## src/rtl/ps2_host_tx_pkg.sv

```systemverilog
// Shared definitions for the PS/2 host-side paths: transmitter state encoding,
// keyboard command bytes, scan codes used by the cursor logic, and frame building.
package ps2_host_tx_pkg;

  typedef enum logic [2:0] {
    ST_IDLE      = 3'd0,
    ST_INHIBIT   = 3'd1,
    ST_REQ       = 3'd2,
    ST_SEND      = 3'd3,
    ST_ACK       = 3'd4,
    ST_IDLE_WAIT = 3'd5
  } tx_state_t;

  localparam logic [7:0] CMD_SET_LEDS = 8'hED;
  localparam logic [7:0] CMD_RESET    = 8'hFF;
  localparam logic [7:0] CMD_ENABLE   = 8'hF4;
  localparam logic [7:0] ACK_BYTE     = 8'hFA;

  localparam logic [7:0] KEY_EXT_PREFIX   = 8'hE0;
  localparam logic [7:0] KEY_BREAK_PREFIX = 8'hF0;
  localparam logic [7:0] KEY_UP           = 8'h75;
  localparam logic [7:0] KEY_DOWN         = 8'h72;
  localparam logic [7:0] KEY_LEFT         = 8'h6B;
  localparam logic [7:0] KEY_RIGHT        = 8'h74;

  // Bits after the start bit, LSB first: data[7:0], odd parity, stop.
  function automatic logic [9:0] build_frame(input logic [7:0] data);
    return {1'b1, ~^data, data};
  endfunction

endpackage

```

## src/rtl/ps2_line_sync.sv

```systemverilog
// Two-flop synchronizer for the raw ps2_clk/ps2_data levels plus falling-edge
// detection on the synchronized values. Also used by the keyboard receive path.
module ps2_line_sync (
  input  logic clk,
  input  logic rst,
  input  logic i_ps2_clk,
  input  logic i_ps2_data,
  output logic o_clk_sync,
  output logic o_data_sync,
  output logic o_clk_fall,
  output logic o_data_fall
);

  logic r_clk_meta, r_clk_sync, r_clk_prev;
  logic r_data_meta, r_data_sync, r_data_prev;

  // Reset to the idle (released, pulled-up) level so no edge appears out of reset.
  always_ff @(posedge clk) begin
    if (!rst) begin
      r_clk_meta  <= 1'b1;
      r_clk_sync  <= 1'b1;
      r_clk_prev  <= 1'b1;
      r_data_meta <= 1'b1;
      r_data_sync <= 1'b1;
      r_data_prev <= 1'b1;
    end else begin
      r_clk_meta  <= i_ps2_clk;
      r_clk_sync  <= r_clk_meta;
      r_clk_prev  <= r_clk_sync;
      r_data_meta <= i_ps2_data;
      r_data_sync <= r_data_meta;
      r_data_prev <= r_data_sync;
    end
  end

  assign o_clk_sync  = r_clk_sync;
  assign o_data_sync = r_data_sync;
  assign o_clk_fall  = r_clk_prev & ~r_clk_sync;
  assign o_data_fall = r_data_prev & ~r_data_sync;

endmodule

```

## src/rtl/ps2_host_tx.sv

```systemverilog
// Host-to-device PS/2 transmitter: inhibits the bus, issues a request-to-send,
// shifts out one command byte on device clock edges, checks the ACK and reports.
module ps2_host_tx
  import ps2_host_tx_pkg::*;
#(
  parameter int INHIBIT_CYCLES = 5000,
  parameter int TIMEOUT_CYCLES = 750000
) (
  input  logic       clk,
  input  logic       rst,
  input  logic [7:0] tx_data,
  input  logic       tx_start,
  output logic       busy,
  output logic       done,
  output logic       ack_err,
  output logic       timeout,
  output logic       rx_inhibit,
  input  logic       ps2_clk_in,
  input  logic       ps2_data_in,
  output logic       ps2_clk_oe,
  output logic       ps2_data_oe,
  output logic [2:0] o_dbg_state
);

  // Handshake: tx_start is sampled only while busy=0; every accepted request ends
  // in exactly one done pulse (ack_err/timeout valid with it) unless reset intervenes.

  localparam int INH_W    = (INHIBIT_CYCLES > 2) ? $clog2(INHIBIT_CYCLES) : 1;
  localparam int TMO_W    = $clog2(TIMEOUT_CYCLES + 1);
  // The REQ cycle is the last of the INHIBIT_CYCLES clock-low cycles.
  localparam int INH_LAST = (INHIBIT_CYCLES > 1) ? INHIBIT_CYCLES - 2 : 0;
  localparam int TMO_LAST = TIMEOUT_CYCLES - 1;

  tx_state_t        r_state, w_nxt_state;
  logic [INH_W-1:0] r_inh_cnt, w_nxt_inh_cnt;
  logic [TMO_W-1:0] r_tmo_cnt, w_nxt_tmo_cnt;
  logic [3:0]       r_bitcnt, w_nxt_bitcnt;
  logic [9:0]       r_frame, w_nxt_frame;
  logic             r_clk_oe, w_nxt_clk_oe;
  logic             r_data_oe, w_nxt_data_oe;
  logic             r_ack_err, w_nxt_ack_err;
  logic             r_timeout, w_nxt_timeout;
  logic             r_done, w_nxt_done;

  logic w_clk_s, w_data_s, w_clk_fall, w_data_fall;
  logic w_unused_data_fall;

  ps2_line_sync u_sync (
    .clk         (clk),
    .rst         (rst),
    .i_ps2_clk   (ps2_clk_in),
    .i_ps2_data  (ps2_data_in),
    .o_clk_sync  (w_clk_s),
    .o_data_sync (w_data_s),
    .o_clk_fall  (w_clk_fall),
    .o_data_fall (w_data_fall)
  );

  assign w_unused_data_fall = w_data_fall;

  always_ff @(posedge clk) begin
    if (!rst) begin
      r_state   <= ST_IDLE;
      r_inh_cnt <= '0;
      r_tmo_cnt <= '0;
      r_bitcnt  <= '0;
      r_frame   <= '0;
      r_clk_oe  <= 1'b0;
      r_data_oe <= 1'b0;
      r_ack_err <= 1'b0;
      r_timeout <= 1'b0;
      r_done    <= 1'b0;
    end else begin
      r_state   <= w_nxt_state;
      r_inh_cnt <= w_nxt_inh_cnt;
      r_tmo_cnt <= w_nxt_tmo_cnt;
      r_bitcnt  <= w_nxt_bitcnt;
      r_frame   <= w_nxt_frame;
      r_clk_oe  <= w_nxt_clk_oe;
      r_data_oe <= w_nxt_data_oe;
      r_ack_err <= w_nxt_ack_err;
      r_timeout <= w_nxt_timeout;
      r_done    <= w_nxt_done;
    end
  end

  always_comb begin
    w_nxt_state   = r_state;
    w_nxt_inh_cnt = r_inh_cnt;
    w_nxt_tmo_cnt = r_tmo_cnt;
    w_nxt_bitcnt  = r_bitcnt;
    w_nxt_frame   = r_frame;
    w_nxt_clk_oe  = r_clk_oe;
    w_nxt_data_oe = r_data_oe;
    w_nxt_ack_err = r_ack_err;
    w_nxt_timeout = r_timeout;
    w_nxt_done    = 1'b0;

    case (r_state)
      ST_IDLE: begin
        if (tx_start) begin
          w_nxt_frame   = build_frame(tx_data);
          w_nxt_ack_err = 1'b0;
          w_nxt_timeout = 1'b0;
          w_nxt_clk_oe  = 1'b1;
          w_nxt_inh_cnt = '0;
          w_nxt_state   = ST_INHIBIT;
        end
      end

      ST_INHIBIT: begin
        w_nxt_inh_cnt = r_inh_cnt + INH_W'(1);
        if (r_inh_cnt == INH_W'(INH_LAST)) begin
          w_nxt_data_oe = 1'b1;
          w_nxt_state   = ST_REQ;
        end
      end

      ST_REQ: begin
        w_nxt_clk_oe  = 1'b0;
        w_nxt_bitcnt  = '0;
        w_nxt_tmo_cnt = '0;
        w_nxt_state   = ST_SEND;
      end

      ST_SEND, ST_ACK, ST_IDLE_WAIT: begin
        w_nxt_tmo_cnt = r_tmo_cnt + TMO_W'(1);
        // Timeout has priority over any edge seen in the same cycle.
        if (r_tmo_cnt == TMO_W'(TMO_LAST)) begin
          w_nxt_clk_oe  = 1'b0;
          w_nxt_data_oe = 1'b0;
          w_nxt_timeout = 1'b1;
          w_nxt_done    = 1'b1;
          w_nxt_state   = ST_IDLE;
        end else if (r_state == ST_SEND) begin
          if (w_clk_fall) begin
            w_nxt_data_oe = ~r_frame[0];
            w_nxt_frame   = {1'b0, r_frame[9:1]};
            w_nxt_bitcnt  = r_bitcnt + 4'd1;
            if (r_bitcnt == 4'd9) begin
              w_nxt_state = ST_ACK;
            end
          end
        end else if (r_state == ST_ACK) begin
          if (w_clk_fall) begin
            w_nxt_ack_err = w_data_s;
            w_nxt_state   = ST_IDLE_WAIT;
          end
        end else begin
          if (w_clk_s && w_data_s) begin
            w_nxt_done  = 1'b1;
            w_nxt_state = ST_IDLE;
          end
        end
      end

      default: begin
        w_nxt_clk_oe  = 1'b0;
        w_nxt_data_oe = 1'b0;
        w_nxt_state   = ST_IDLE;
      end
    endcase
  end

  assign busy        = (r_state != ST_IDLE);
  assign rx_inhibit  = busy;
  assign done        = r_done;
  assign ack_err     = r_ack_err;
  assign timeout     = r_timeout;
  assign ps2_clk_oe  = r_clk_oe;
  assign ps2_data_oe = r_data_oe;
  assign o_dbg_state = r_state;

endmodule

```

## config.mk

```make
export PLATFORM = sky130hd
export DESIGN_NAME = ps2_host_tx
export DESIGN_NICKNAME = d
export VERILOG_FILES = /design/src/rtl/ps2_host_tx_pkg.sv /design/src/rtl/ps2_line_sync.sv /design/src/rtl/ps2_host_tx.sv
export SDC_FILE = /design/constraint.sdc
export NUM_CORES = 1
export LEC_CHECK = 0
export BUFFER_PORTS_ARGS = -buffer_cell sky130_fd_sc_hd__buf_4
export CORE_ASPECT_RATIO = 1.5
export CORE_MARGIN = 5
export CORE_UTILIZATION = 50
export CTS_CLUSTER_SIZE = 14
export DETAILED_ROUTE_END_ITERATION = 6
export PLACE_DENSITY = 0.72
export SYNTH_ARGS = -nofsm -noshare
export SYNTH_HDL_FRONTEND = slang
export SYNTH_HIERARCHICAL = 1
export SYNTH_SLANG_ARGS = --single-unit
```

## constraint.sdc

```tcl
create_clock -name clk -period 4.05 [get_ports clk]
set_clock_uncertainty 0.15 [all_clocks]
set_input_delay 0.6075 -clock clk [delete_from_list [all_inputs] [get_ports clk]]
set_output_delay 0.6075 -clock clk [all_outputs]
set_load 0.1 [all_outputs]
```

# Word-level counts from Yosys, hierarchy flattened
# Index checks and enable logic that the tools add are counted.
# Widths: inputs -> output; s select.
[classes] mux=42 bitwise_logic=5 n_reduce_logical=18 addsub=3 eq_ne=22
[op_table] operator="$mux 10" n=4
[op_table] operator="$pmux 20 s2" n=1
[op_table] operator="$mux 3" n=9
[op_table] operator="$pmux 13 s2" n=1
[op_table] operator="$add 20x1->20 const B" n=1
[op_table] operator="$eq 20x20->1 const B" n=1
[op_table] operator="$pmux 10 s2" n=1
[op_table] operator="$mux 1" n=16
[op_table] operator="$ne 2x2->1 const B" n=7
[op_table] operator="$add 13x1->13 const B" n=1
[op_table] operator="$eq 13x13->1 const B" n=1
[op_table] operator="$mux 13" n=1
[op_table] operator="$mux 4" n=3
[op_table] operator="$pmux 3 s4" n=1
[op_table] operator="$reduce_and 6->1" n=2
[op_table] operator="$ne 4x3->1 const B" n=2
[op_table] operator="$pmux 4 s2" n=1
[op_table] operator="$reduce_and 4->1" n=2
[op_table] operator="$reduce_xnor 8->1" n=1
[op_table] operator="$eq 3x2->1 const B" n=2
[op_table] operator="$eq 3x3->1 const B" n=2
[op_table] operator="$pmux 1 s3" n=2
[op_table] operator="$reduce_and 3->1" n=2
[op_table] operator="$reduce_bool 2->1" n=3
[op_table] operator="other kinds (18)" n=23
[word_totals] inputBits=13 wordCells=105 output_inout_bits=10 reg_bits=60

# Longest topological paths before layout
# Gate-level depths: netlist of run 1.
[depth] depth_word=7 ltp_mapped=7 ltp_nobuf=7

# By module
# The synthesis of run 1 kept the hierarchy.
[modules_own_cells] module="ps2_host_tx" cells_each=374 n_inst=1 area_per_inst_um2=3123.0
[modules_own_cells] module="ps2_line_sync" cells_each=14 n_inst=1 area_per_inst_um2=170.2

# Worst setup path after synthesis of run 1
# No wires, ideal clock.
[synth_timing] path_kind="register -> output" startpoint="register r_state[2] (netlist: o_dbg_state[2])" endpoint="output port rx_inhibit" path_stages_with_launch=5 t_required_ns=3.293 t_arrival_ns=2.388 setup_slack_ns=0.905 cell_sequence="dfxtp_1 -> buf_4 -> nor3_1 -> inv_1 -> buf_4"
[synth_via] elab_chain_len=1
[synth_lines] element="start: declaration" line="ps2_host_tx.sv:34" text="tx_state_t r_state, w_nxt_state;"
[synth_lines] element="start signal: assignment" line="ps2_host_tx.sv:74" text="r_state <= w_nxt_state;"
[synth_lines] element="$reduce_bool 3->1" line="ps2_host_tx.sv:165" text="assign busy = (r_state != ST_IDLE);"
[synth_lines] element="end: declaration" line="ps2_host_tx.sv:17" text="output logic rx_inhibit,"
# Every way passes these cells.

# Final worst setup path of run 1
[layout_timing] startpoint="register r_state[1] (netlist: o_dbg_state[1])" endpoint="register r_tmo_cnt[18]"
[layout_via] elab_chain_len=3 word_cells_on_any_way=7 classes_between="4 x eq/ne; 1 x mux; 2 x reduce/logical"
[layout_lines] element="$eq 3x2->1 / $eq 3x3->1 (equally long branches)" line="ps2_host_tx.sv:99" text="case (r_state)"
[layout_lines] element="$reduce_or 3->1" line="ps2_host_tx.sv:99"
[layout_lines] element="$pmux 20 s2 / $reduce_bool 2->1 (equally long branches)"
[layout_lines] element="end signal: assignment" line="ps2_host_tx.sv:76" text="r_tmo_cnt <= w_nxt_tmo_cnt;"
[layout_lines] element="end: declaration" line="ps2_host_tx.sv:36" text="logic [TMO_W-1:0] r_tmo_cnt, w_nxt_tmo_cnt;"
# Parallel ways exist; a longest one is shown, timed or not.
# A chain may end at the register's enable or synchronous reset.

==> reports/results.txt, run 1 <==
number of global-route vias before repair: 2783
Layout Nets: 420
Detailed Place HPWL: 5140 microns
Synth Cell Area: 3260 sq um
fraction of layout cells with a size suffix above 1: 13.5%
Yosys warning total: 6
setup bufs post-CTS: 0
CTS resizes: 0
VDD IR max: 0.000361 V
Via Count: 2862
crit end category: register
Total Wirelength: 7380 microns
CP Class: reg -> reg
actual slew at the worst max-slew pin: 0.981 ns
Pleak: 1.40 nW
Final Max Tran Viols: 0
drt drc: 0
total of max-cap violations: 0
GRT Residual Overflow: 0
Hold-fix buffers, CTS: 0
Tmin final: 2.74 ns
hold path depth: 1
number of vias per cell: 5.93
clock-pin slew of the registers on the worst-case setup and hold paths: 0.06 ns
# fillers: 610
DR iter-0 viols: 137
initial antenna violation count: 0
num rows: 36
endpoints failing hold: 0
area of the core: 6440 sq um
Crit-path slowest cell: dfxtp_1
worst path cell trace: nand2_1 > o21ai_0 > buf_4 > nand4b_1 > mux2_2 > nor2_1
n_diodes: 0
crit path DAT: 2.88 ns
final setup fails: 0
slowest stage delay, CP: 0.76 ns
GRT Total Usage: 18.8%
Avg Inst Size Synth: 8.47 sq um
period utilization: 67.8%
io pins: 23
Clock Path Buffers: 2
IO Port Bufs: 22
worst reg2reg path depth: 6
fmax: 0.364 GHz
Net Count, Synth: 403
CTS tree: yes
min-delay worst type: reg -> reg
initial cell density of the core: 50.6%
Req. time, crit path: 4.18 ns
setup TNS: 0 ns
GP Congestion: 0.842
iteration count of the initial detailed-routing pass: 4
CP Launch Type: register
CTS Buf Count: 9
status: finished clean
Die ar.: 8270 sq um
WL per Instance: 15.3 microns
Die Y: 109 microns
root buf cell: clkbuf_8
clock sinks: 60
area grow syn2layout: 11.9%
largest net degree at the start of global routing: 35
slew margin rel.: 34.0%
Post-Syn Instances: 385
pwr dens: 531 nW/um^2
worst-skew pair later-pin latency: 0.35 ns
Worst Path Max Fanout: 20
RSZ-0062 raised after global routing: false
Die Width: 75.9 microns
first-pass GRT wire length: 12500 microns
final antenna-violating net count: 0
Min Hold Slack: 0.258 ns
H-tree levels: 3
-- state kept, by name (all words and copies together) (netlist names), 3 cells and up --
register	count
r_tmo_cnt	20
r_inh_cnt	13
o_dbg_state	3
r_frame	10
r_bitcnt	4
-- routing by layer --
layer  vias up  wire, microns  global-route usage, %
met4         0            177                   10.9
met2        40           3800                   31.9
met1      1344           3150                   20.7
met3        12            257                   5.45
li1       1466              -                      -
met5         -              0                      0
-- metrics by stage --
stage	instances	util, %	total power [W]	worst slack, ns	cell area (sq um)
floorplan	385	-	0.00122	0.905	3260
global placement	467	53.0	0.00132	1.31	3410
detailed placement	467	53.0	0.00133	1.25	3410
CTS	483	56.6	0.00196	1.24	3650
global route	483	56.6	0.00205	1.07	3650
finish	483	56.6	0.00194	1.31	3650
-- power by group --
part | leakage (nW) | switching [W] | internal [W]
logic | 0.790 | 0.000425 | 0.000174
clock network | 0.122 | 0.000231 | 0.000394
registers | 0.487 | 0.0000714 | 0.000643
-- cell type report --
cell class / instances / area [sq um] / area share, %
clock inverter: 4 / 70.1 / 1.92
timing repair buffer: 26 / 195 / 5.35
clock buffer: 12 / 165 / 4.53
multi-input combinational: 291 / 1870 / 51.2
tap: 76 / 95.1 / 2.61
sequential: 60 / 1200 / 32.9
inverter: 14 / 52.6 / 1.44
-- placed cells by master (no fill, tap or decap), drive strengths merged, types with 4 or more instances in the layout --
cell and n:
o21ai 30, nand2 37, and3 6, nand2b 10
clkbuf 12, nand3 21, a31oi 8, clkinv 4
nor2b 4, a21oi 26, xor2 4, xnor2 9
nor3 5, dfxtp 60, a211oi 4, nor2 29
nand4 7, o311a 9, ha 5, inv 12
mux2i 15, or3 7, nor4 6, buf 26
-- final timing paths --
kind / start / to / slack, ns
setup / recovery: o_dbg_state[1] / r_tmo_cnt[18] / 1.31
hold / removal: u_sync/r_data_meta / u_sync/o_data_sync / 0.26
setup reg to reg: o_dbg_state[1] / r_tmo_cnt[18] / 1.31
hold reg to reg: u_sync/r_data_meta / u_sync/o_data_sync / 0.26
-- worst max-delay path: cells and delay by family, from the launching register on --
kind            cells  cell delay, ns
flops               1            0.76
simple gates        3            0.50
mux                 1            0.33
compound gates      1            0.65
buf+inv             1            0.30
No activity file was read; power rests on OpenSTA's default activity.
==> run 2: changes to the inputs <==
Settings changed: ABC_AREA from default to 1, PLACE_DENSITY 0.72 to 0.74.
Clock period 4.05 ns to 2.5 ns, I/O delays scaled along.
==> run 2 against run 1 <==
Clock power grew 44%. Via count grew 20%. Synthesized cell count grew 42%. Die area grew 4.3%. Register-to-register slack lost 0.79 ns. Power grew 100%. Combinational power grew to 3.0 times the previous value. Fmax grew 38%. Non-clock buffer count grew 2. Sequential cell count is the same. Utilization grew 0.43 points. Critical path type unchanged. Critical endpoint is now r_tmo_cnt[1]. Largest cell class unchanged.
==> reports/results.txt, run 2 <==
commonest non-fill, non-tap cells in the layout: nand2_1, inv_1, nor2_1, dfxtp_1, nand3_1
slew margin rel.: 67.2%
IO Port Bufs: 22
final antenna-violating net count: 0
crit path DAT: 2.14 ns
Register Area: 1200 sq um
min-delay worst type: in -> reg
final setup margin: 0.515 ns
Avg Inst Size Synth: 6.24 sq um
Synth Cell Area: 3420 sq um
drt drc: 0
area grow syn2layout: 12.8%
worst-skew pair later-pin latency: 0.36 ns
Crit-path slowest cell: dfxtp_2
number of global-route vias before repair: 3284
Hold EP: u_sync/r_data_meta
worst reg2reg path depth: 8
largest net degree at the start of global routing: 23
H-tree levels: 3
Total Wirelength: 8460 microns
Via Count: 3426
Largest regs: r_tmo_cnt: 20 flops, r_inh_cnt: 13 flops, r_frame: 10 flops
Min Hold Slack: 0.0338 ns
commonest non-fill, non-tap cell in the layout: nand2_1
worst path cell trace: inv_2 > nand3_1 > nand3_2 > buf_4 > nor2_4 > nand2_1 > inv_1 > a22o_1
clock-pin slew of the registers on the worst-case setup and hold paths: 0.08 ns
hold_sp: ps2_data_in
CTS tree: yes
Worst Path Max Fanout: 14
io pins: 23
pwr dens: 1010 nW/um^2
Most flops, register: r_tmo_cnt
period utilization: 79.4%
setup bufs post-CTS: 0
fmax: 0.504 GHz
iteration count of the initial detailed-routing pass: 4
# fillers: 672
final setup fails: 0
Crit path depth: 8
Final Max Tran Viols: 0
Crit path max-delay family: simple AND/OR/NAND/NOR gates
hold path depth: 3
Tmin final: 1.99 ns
status: finished clean
GRT Residual Overflow: 0
actual slew at the worst max-slew pin: 0.490 ns
setup TNS: 0 ns
RSZ-0062 raised after global routing: false
total of max-cap violations: 0
first-pass GRT wire length: 14300 microns
area taken by multi-input logic gates: 1800 sq um
reg2reg end: r_tmo_cnt[1]
DR iter-0 viols: 208
CP Launch Type: register
post-place setup slack: 0.558 ns
FF-to-FF Start: o_dbg_state[1]
CTS Buf Count: 9
Pleak: 1.76 nW
initial antenna violation count: 0
initial cell density of the core: 50.6%
GRT Total Usage: 20.3%
number of vias per cell: 5.21
clock sinks: 60
GP Congestion: 0.954
root buf cell: clkbuf_8
VDD IR max: 0.000653 V
Die Width: 77.5 microns
crit path buf inv count: 3
Hold-fix buffers, CTS: 0
crit end category: register
WL per Instance: 12.9 microns
num rows: 37
max FFs per register: 20
CP Class: reg -> reg
Req. time, crit path: 2.65 ns
final instance area: 3860 sq um
Clock Path Buffers: 2
Net Count, Synth: 566
slowest stage delay, CP: 0.43 ns
R2R Setup Slk: 0.51 ns
Die ar.: 8620 sq um
area of the core: 6760 sq um
Detailed Place HPWL: 6300 microns
Die Y: 111 microns
Post-Syn Instances: 548
Layout Nets: 593
CTS resizes: 0
n_diodes: 0
Post-DP Area: 3660 sq um
Yosys warning total: 6
endpoints failing hold: 0
fraction of layout cells with a size suffix above 1: 10.7%
overall power: 0.00391 W
## run 2: metrics by stage
step | util (%) | std cells
2_1_floorplan | - | 548
3_3_place_gp | 54.1 | 642
3_5_place_dp | 54.1 | 642
4_1_cts | 57.1 | 658
5_1_grt | 57.1 | 658
6_report | 57.1 | 658
## run 2: worst register-to-register path: stages, from the launching register on
cell and delay [ns]:
dfxtp_2 0.43, inv_2 0.08, nand3_1 0.11, nand3_2 0.18
buf_4 0.25, nor2_4 0.25, nand2_1 0.14, inv_1 0.18
a22o_1 0.16
## run 2: report_power, final
part	total (W)	leakage (nW)	switching (W)	internal, W
Combinational	0.00180	1.18	0.00134	0.000464
Clock	0.000901	0.0923	0.000436	0.000464
Sequential	0.00121	0.489	0.000113	0.00109
## run 2: worst max-delay path by stage
stage	start	end	slack, ns
floorplan	o_dbg_state[2]	r_frame[8]	0.12
global placement	o_dbg_state[1]	r_tmo_cnt[8]	0.57
detailed placement	o_dbg_state[1]	r_tmo_cnt[8]	0.56
CTS	o_dbg_state[1]	r_tmo_cnt[8]	0.52
global route	r_tmo_cnt[0]	r_frame[6]	0.30
finish	o_dbg_state[1]	r_tmo_cnt[1]	0.51
## run 2: area by class of cell
cell class              count  area share (%)
clock buffers               9            3.21
clock inverters             7            1.95
inverters                  91            8.86
multi-input cells         385            46.8
flip-flops and latches     60            31.2
well taps                  78            2.53
repair buffers             28            5.45
## run 2: metal layers
metal | GRT usage (%) | wire, microns
met1 | 21.5 | 3350
met2 | 36.6 | 4600
met3 | 5.28 | 344
met4 | 9.40 | 168
met5 | 0 | 0
